**config.mk**
```make
export PLATFORM = sky130hd
export DESIGN_NAME = i2s_source_arbiter
export DESIGN_NICKNAME = d
export VERILOG_FILES = /design/src/rtl/i2s_source_arbiter.sv
export SDC_FILE = /design/constraint.sdc
export NUM_CORES = 1
export LEC_CHECK = 0
export ABC_AREA = 1
export BUFFER_PORTS_ARGS = -buffer_cell sky130_fd_sc_hd__buf_2
export CAP_MARGIN = 20
export CORE_AREA = 8 8 110 112
export CTS_BUF_LIST = sky130_fd_sc_hd__clkbuf_4 sky130_fd_sc_hd__clkbuf_8
export CTS_CLUSTER_DIAMETER = 30
export DETAILED_ROUTE_END_ITERATION = 10
export DIE_AREA = 0 0 118 120
export GPL_TIMING_DRIVEN = 0
export PLACE_DENSITY = 0.86
export SETUP_SLACK_MARGIN = 0.05
export SYNTH_ARGS = -nofsm -noshare
export SYNTH_HDL_FRONTEND = slang
export SYNTH_SLANG_ARGS = --single-unit
```
**constraint.sdc**
```tcl
create_clock -name clk -period 8.85 [get_ports clk]
set_clock_uncertainty 0.2 [all_clocks]
set_input_delay 0.4425 -clock clk [delete_from_list [all_inputs] [get_ports clk]]
set_output_delay 0.4425 -clock clk [all_outputs]
set_load 0.03 [all_outputs]
```
**src/rtl/i2s_source_arbiter.sv**
```systemverilog
// I2S source arbiter: picks one ADV7664 tile by sclk activity, inserting a muted gap on every change.
// Optional build macro I2S_SRC_STICKY_EN keeps the current source while it stays active.
module i2s_source_arbiter #(
    parameter int WINDOW_CYCLES = 1024,
    parameter int MIN_EDGES     = 16,
    parameter int MUTE_CYCLES   = 256,
    parameter int CNT_W         = 16
) (
    input  logic       clk,
    input  logic       rst,
    input  logic [3:0] adv_sclk,
    input  logic       force_en,
    input  logic [1:0] force_sel,
    output logic [3:0] i2s_select,
    output logic [3:0] active_mask,
    output logic       switch_pulse
);

    localparam logic [1:0] S_IDLE = 2'd0;
    localparam logic [1:0] S_MUTE = 2'd1;
    localparam logic [1:0] S_ON   = 2'd2;

    localparam logic [CNT_W-1:0] WIN_LAST  = CNT_W'(WINDOW_CYCLES - 1);
    localparam logic [CNT_W-1:0] MIN_E     = CNT_W'(MIN_EDGES);
    localparam logic [CNT_W-1:0] MUTE_LOAD = CNT_W'(MUTE_CYCLES - 1);

    logic [3:0]       r_s1, r_s2, r_s3;
    logic [CNT_W-1:0] r_win;
    logic [CNT_W-1:0] r_edge [4];
    logic [3:0]       r_mask;
    logic [1:0]       r_state;
    logic [CNT_W-1:0] r_mute;
    logic [1:0]       r_cur;
    logic [3:0]       r_sel;
    logic             r_pulse;

    logic [3:0]       w_edge;
    logic             w_term;
    logic [1:0]       w_tgt;
    logic             w_tgt_vld;
    logic             w_keep;
    logic [1:0]       w_nstate;
    logic [1:0]       w_ncur;
    logic [CNT_W-1:0] w_nmute;
    logic             w_npulse;
    logic [3:0]       w_nsel;

    assign w_edge = r_s2 & ~r_s3;
    assign w_term = (r_win == WIN_LAST);

    // sclk is asynchronous: two-flop synchronizer plus one flop for edge detect
    always_ff @(posedge clk or posedge rst) begin
        if (rst) begin
            r_s1 <= 4'b0;
            r_s2 <= 4'b0;
            r_s3 <= 4'b0;
        end else begin
            r_s1 <= adv_sclk;
            r_s2 <= r_s1;
            r_s3 <= r_s2;
        end
    end

    always_ff @(posedge clk or posedge rst) begin
        if (rst) begin
            r_win  <= '0;
            r_mask <= 4'b0;
            for (int i = 0; i < 4; i++) begin
                r_edge[i] <= '0;
            end
        end else begin
            r_win <= w_term ? '0 : r_win + 1'b1;
            for (int i = 0; i < 4; i++) begin
                if (w_term) begin
                    r_mask[i] <= (r_edge[i] + CNT_W'(w_edge[i])) >= MIN_E;
                    r_edge[i] <= '0;
                end else if (w_edge[i] && (r_edge[i] < MIN_E)) begin
                    r_edge[i] <= r_edge[i] + 1'b1;
                end
            end
        end
    end

    always_comb begin
        w_tgt     = 2'd0;
        w_tgt_vld = 1'b0;
        if (force_en) begin
            w_tgt     = force_sel;
            w_tgt_vld = 1'b1;
        end else begin
            for (int i = 3; i >= 0; i--) begin
                if (r_mask[i]) begin
                    w_tgt = 2'(i);
                end
            end
            w_tgt_vld = |r_mask;
        end
    end

`ifdef I2S_SRC_STICKY_EN
    assign w_keep = !force_en && r_mask[r_cur];
`else
    assign w_keep = 1'b0;
`endif

    always_comb begin
        w_nstate = r_state;
        w_ncur   = r_cur;
        w_nmute  = r_mute;
        w_npulse = 1'b0;
        unique case (r_state)
            S_IDLE: begin
                if (w_tgt_vld) begin
                    w_nstate = S_MUTE;
                    w_nmute  = MUTE_LOAD;
                end
            end
            S_MUTE: begin
                if (r_mute == '0) begin
                    if (w_tgt_vld) begin
                        w_nstate = S_ON;
                        w_ncur   = w_tgt;
                        w_npulse = 1'b1;
                    end else begin
                        w_nstate = S_IDLE;
                    end
                end else begin
                    w_nmute = r_mute - 1'b1;
                end
            end
            S_ON: begin
                if (w_keep) begin
                    w_nstate = S_ON;
                end else if (!w_tgt_vld) begin
                    w_nstate = S_IDLE;
                end else if (w_tgt != r_cur) begin
                    w_nstate = S_MUTE;
                    w_nmute  = MUTE_LOAD;
                end
            end
            default: begin
                w_nstate = S_IDLE;
            end
        endcase
        w_nsel = (w_nstate == S_ON) ? (4'b0001 << w_ncur) : 4'b0000;
    end

    always_ff @(posedge clk or posedge rst) begin
        if (rst) begin
            r_state <= S_IDLE;
            r_mute  <= '0;
            r_cur   <= 2'd0;
            r_sel   <= 4'b0;
            r_pulse <= 1'b0;
        end else begin
            r_state <= w_nstate;
            r_mute  <= w_nmute;
            r_cur   <= w_ncur;
            r_sel   <= w_nsel;
            r_pulse <= w_npulse;
        end
    end

    assign i2s_select   = r_sel;
    assign active_mask  = r_mask;
    assign switch_pulse = r_pulse;

endmodule

```
# --- After elaboration in Yosys (flattened, before gate mapping) ---
# Index checks and enable logic that the tools add are counted.
word_totals:
  ff_bits: 121
  input_bits: 9
  out_inout_bits: 9
  elab_cells: 90
classes:
  addsub: 10
  n_lt_le_gt_ge: 8
  n_eq_ne: 9
  shifts: 1
  mux: 33
  n_bitwise: 2
  reduce_logical: 13
op_table:
  columns: ["operator", "count"]
  rows:
  - ["$mux W16", 13]
  - ["$add A16 B1 Y16 const B", 5]
  - ["$add A16 B1 Y16", 4]
  - ["$ge A16 B5 Y1 const B", 4]
  - ["$lt A16 B5 Y1 const B", 4]
  - ["$pmux W16 S3", 1]
  - ["$mux W2", 13]
  - ["$eq A16 B10 Y1 const B", 1]
  - ["$logic_not A16 Y1", 1]
  - ["$sub A16 B1 Y16 const B", 1]
  - ["$ne A2 B2 Y1 const B", 4]
  - ["$reduce_bool A2 Y1", 4]
  - ["$pmux W2 S3", 1]
  - ["$reduce_and A5 Y1", 1]
  - ["$and A4 B4 Y4", 1]
  - ["$eq A2 B2 Y1 const B", 2]
  - ["$logic_and A1 B1 Y1", 4]
  - ["$mux W1", 4]
  - ["$mux W4", 1]
  - ["$not A4 Y4", 1]
  - ["$reduce_or A4 Y1", 1]
  - ["$shl A1 B2 Y4 const A", 1]
  - ["$reduce_bool A3 Y1", 1]
  - ["$eq A2 B1 Y1 const B", 1]
  - ["other kinds (2)", 2]

# --- Logic depth before layout (Yosys ltp) ---
depth:
  ltp_word: 11
  mapped_depth: 15
  depth_no_buf: 15

# --- Worst setup path after synthesis ---
# No wires, ideal clock.
synth_timing:
  path_kind: "flip-flop to flip-flop"
  from: "reg r_s3[2]"
  to: "reg r_mask[2], in the netlist active_mask[2]"
  setup_time_ps: 113
  arrival_ps: 1617
  required_ps: 8537
  setup_slack_ps: 6920
  path_stages_with_launch: 13
  path_buffers: 0
  period_less_slack_ps: 1930
  cell_sequence: "dfrtp_1 -> nor2_1 -> ha_1 -> ha_1 -> nand3_1 -> nor2_2 -> nand2_1 -> nand2_1 -> nand3_1 -> nor3_1 -> nand3_1 -> nand2_1 -> inv_1"
synth_between:
  elab_chain_cells: 4
synth_lines:
  columns: ["item", "line_no", "text"]
  rows:
  - ["from (decl)", "27", "logic [3:0] r_s1, r_s2, r_s3;"]
  - ["from (signal assigned)", "60", "r_s3 <= r_s2;"]
  - ["$not A4 Y4", "48", "assign w_edge = r_s2 & ~r_s3;"]
  - ["$and A4 B4 Y4", "48", null]
  - ["$add A16 B1 Y16", "75", "r_mask[i] <= (r_edge[i] + CNT_W'(w_edge[i])) >= MIN_E;"]
  - ["$ge A16 B5 Y1", "75", null]
  - ["to (signal assigned)", "67", "r_mask <= 4'b0;"]
  - ["to (signal, indexed assignment)", "75", null]
  - ["to (decl)", "30", "logic [3:0] r_mask;"]
# No other way between the ends.
# A chain may end at the register's enable or synchronous reset.

# --- Worst setup path in the final report ---
# Same ends and word-level chain as after synthesis.

==> results.yml <==
run_status:
  status: "finished, final reports clean"
critical_path:
  worstPathRequired_ns: 8.99
  crit_path_start_kind: "flip-flop"
  cp-end-kind: "flip-flop"
  critical_path_class: "reg -> reg"
  rr_worst_depth: 12
  critical_path_arrival_ns: 2.42
  critPathMaxFanout: 3
  setup.worst_path.start: "r_s3[2]$_DFF_PP0_"
  r2r_start: "r_s3[2]$_DFF_PP0_"
layout:
  seqCellArea_um2: 3028
  finalNetCount: 1040
  final_util_pct: 73.90
  multi_input_area_um2: 3447
  final_cell_mix: "nand2_1, nor2_1, inv_1"
  fillerInstances: 848
  layout_commonest_cell: "nand2_1"
  area_growth_pct: 10.23
  drive_gt1_share_pct: 10.13
  num_antenna_cells: 0
clock_tree:
  clk_path_buf_depth: 2
  tritoncts: "done"
  cts.reportedPaths.clkPinSlew_ns: 0.07
  htreeDepth: 4
  cts_buffers: 17
  cts_root_buffer: "clkbuf_8"
  clock-sinks: 121
  clk-insertion-delay-late_ns: 0.44
timing:
  finalSetupTns_ns: 0
  slew_violations: 0
  rsz0062_at_grt: "false"
  hold_viol: 0
  finalCritPeriodShare_pct: 25.76
  setup_viol: 0
  max_freq_mhz: 438.6
  tightest_slew_ns: 0.4570
  relSlewSlack_pct: 69.54
  fin_crit_ns: 2.280
hold_path:
  hp-start: "r_s1[3]$_DFF_PP0_"
  hold_class: "reg -> reg"
  hold_depth: 0
logic_synthesis:
  ys_seq_area_share_pct: 42.98
  synth_nets: 998
  syn_area_um2: 7044
  synth_cell_types: 34
  syn_inst: 974
  syn_area_per_cell_um2: 7.232
  yosys_warnings: 0
  ys_ff_latch: 121
detailed_routing:
  vias: 6179
  drt_iter0_drc: 462
  antenna_left: 0
  first_pass_iters: 5
  drc: 0
  totalWireLength_mm: 14.79
  viasPerCell: 5.295
  post_drt_wl_per_cell_um: 12.67
floorplan:
  start_util_pct: 67.04
  placementRows: 38
  ioPinCount: 18
  core_um2: 10510
  die_area_um2: 14160
  die_y_um: 120
  fp.dieW_um: 118
placed_design:
  port_buffers: 17
  gp_congestion: 0.9321
  dp_hpwl_mm: 10.85
power_and_ir_drop:
  p_leak_nw: 3.910
  power_switching_mw: 0.5770
  comb_power_share_pct: 26.3
  intPower_mw: 1.069
  pwr-share-seq_pct: 45.6
  ir_worst_vdd_v: 0.0001552
  clock_power_share_pct: 28.1
  p_sw_share_pct: 35.05
  totalPowerFinal_mw: 1.646
  power_density_nw_per_um2: 212.0
global_route:
  grt_pass1_wl_mm: 25.96
  grt_pass1_vias: 5815
  grt_max_degree: 91
  antenna_found_initial: 0
  overflow: 0
  track_usage_pct: 22.20
run:
  cap_violations: 0
==> sequential cells by signal, summed over array words and instances (netlist names) <==
signal,flops
active_mask,4
i2s_select,4
r_cur,2
r_edge,64
r_mute,16
r_s1,4
r_s2,4
r_s3,4
r_state,2
r_win,16
switch_pulse,1
==> synthesized netlist by cell type (all sizes together) <==
cell      n  area share [%]
nor4      2            0.39
nand2b    1           0.089
nand3b    4            0.60
nand2   258              14
o21ai    21             1.7
nand3   105             7.8
nor2    209              12
xor2     22             2.7
o31ai     2            0.21
a21oi    15             1.1
nand4    28             2.5
ha       15             2.7
o21bai    1            0.11
or2       3            0.27
a211oi    1            0.11
buf      11            0.99
nor3     13            0.92
inv     133             7.1
nor3b     3            0.32
xnor2     6            0.75
dfrtp   121              43
==> power groups by stage <==
stage	Sequential (mW)	Combinational, mW	Clock (mW)
after CTS	0.748	0.435	0.473
after floorplan	0.732	0.356	0
after global routing	0.766	0.505	0.497
after global placement	0.753	0.408	0
final	0.751	0.432	0.463
after detailed placement	0.756	0.430	0
==> timing repair <==
action / in CTS / in global routing
setup buffers: 0 / 0
hold endpoints to repair: 35 / 0
hold buffers: 5 / 0
gates resized for setup: 0 / 0
==> area by class of cell <==
| class | count | area share [%] |
|---|---|---|
| buffer | 11 | 0.9024 |
| clock buffer | 23 | 3.996 |
| clock inverter | 7 | 0.8701 |
| inverter | 133 | 6.494 |
| multi-input combinational | 709 | 44.39 |
| sequential | 121 | 38.99 |
| tap | 140 | 2.256 |
| timing repair buffer | 23 | 2.095 |
==> critical path: stages, from the launching register on <==
cell and delay [ns]:
dfrtp_1 0.37, nor2_1 0.18, ha_1 0.23, ha_1 0.19
nand3_1 0.14, o21ai_0 0.18, nand2_1 0.09, nor2_1 0.10
nand3_1 0.10, nor2_1 0.13, nand3_1 0.14, nand2_1 0.09
inv_1 0.04
==> per-layer routing <==
| layer | track usage (%) | vias to the layer above | share of wire, % |
|---|---|---|---|
| met5 | 0 | - | 0 |
| met4 | 7.206 | 0 | 1.5 |
| met3 | 5.449 | 24 | 4.1 |
| met2 | 37.05 | 131 | 48 |
| met1 | 27.92 | 2890 | 46 |
| li1 | - | 3134 | - |
==> per-stage QoR <==
step           instances  hold slack (ns)  setup WS, ns  cell area (um^2)
3_5_place_dp        1132           0.1358         6.572              7337
2_1_floorplan        974           0.1312         4.993              7044
3_3_place_gp        1131           0.1332         3.773              7305
6_report            1167           0.1454         6.570              7765
5_1_grt             1167           0.1683         6.384              7765
4_1_cts             1167           0.1465         6.565              7765
==> path summary, 6_finish.rpt <==
| path | to | slack (ns) |
|---|---|---|
| max | active_mask[2]$_DFFE_PP0N_ | 6.57 |
| min reg2reg | r_s2[3]$_DFF_PP0_ | 0.15 |
| max reg2reg | active_mask[2]$_DFFE_PP0N_ | 6.57 |
| max in group asynchronous | r_mute[4]$_DFFE_PP0P_ | 7.39 |
| min in group asynchronous | r_s2[2]$_DFF_PP0_ | 0.34 |
| min | r_s2[3]$_DFF_PP0_ | 0.15 |
==> kinds of logic after synthesis <==
family,after synthesis,synth area share (%)
AND/OR/NAND/NOR,626,39.64
buffers and inverters,144,8.082
flip-flops,121,42.98
AO/OA/AOI/OAI,40,3.144
XOR/XNOR,28,3.481
adder cells (fa/ha/maj),15,2.664
(Power assumes the default switching activity.)
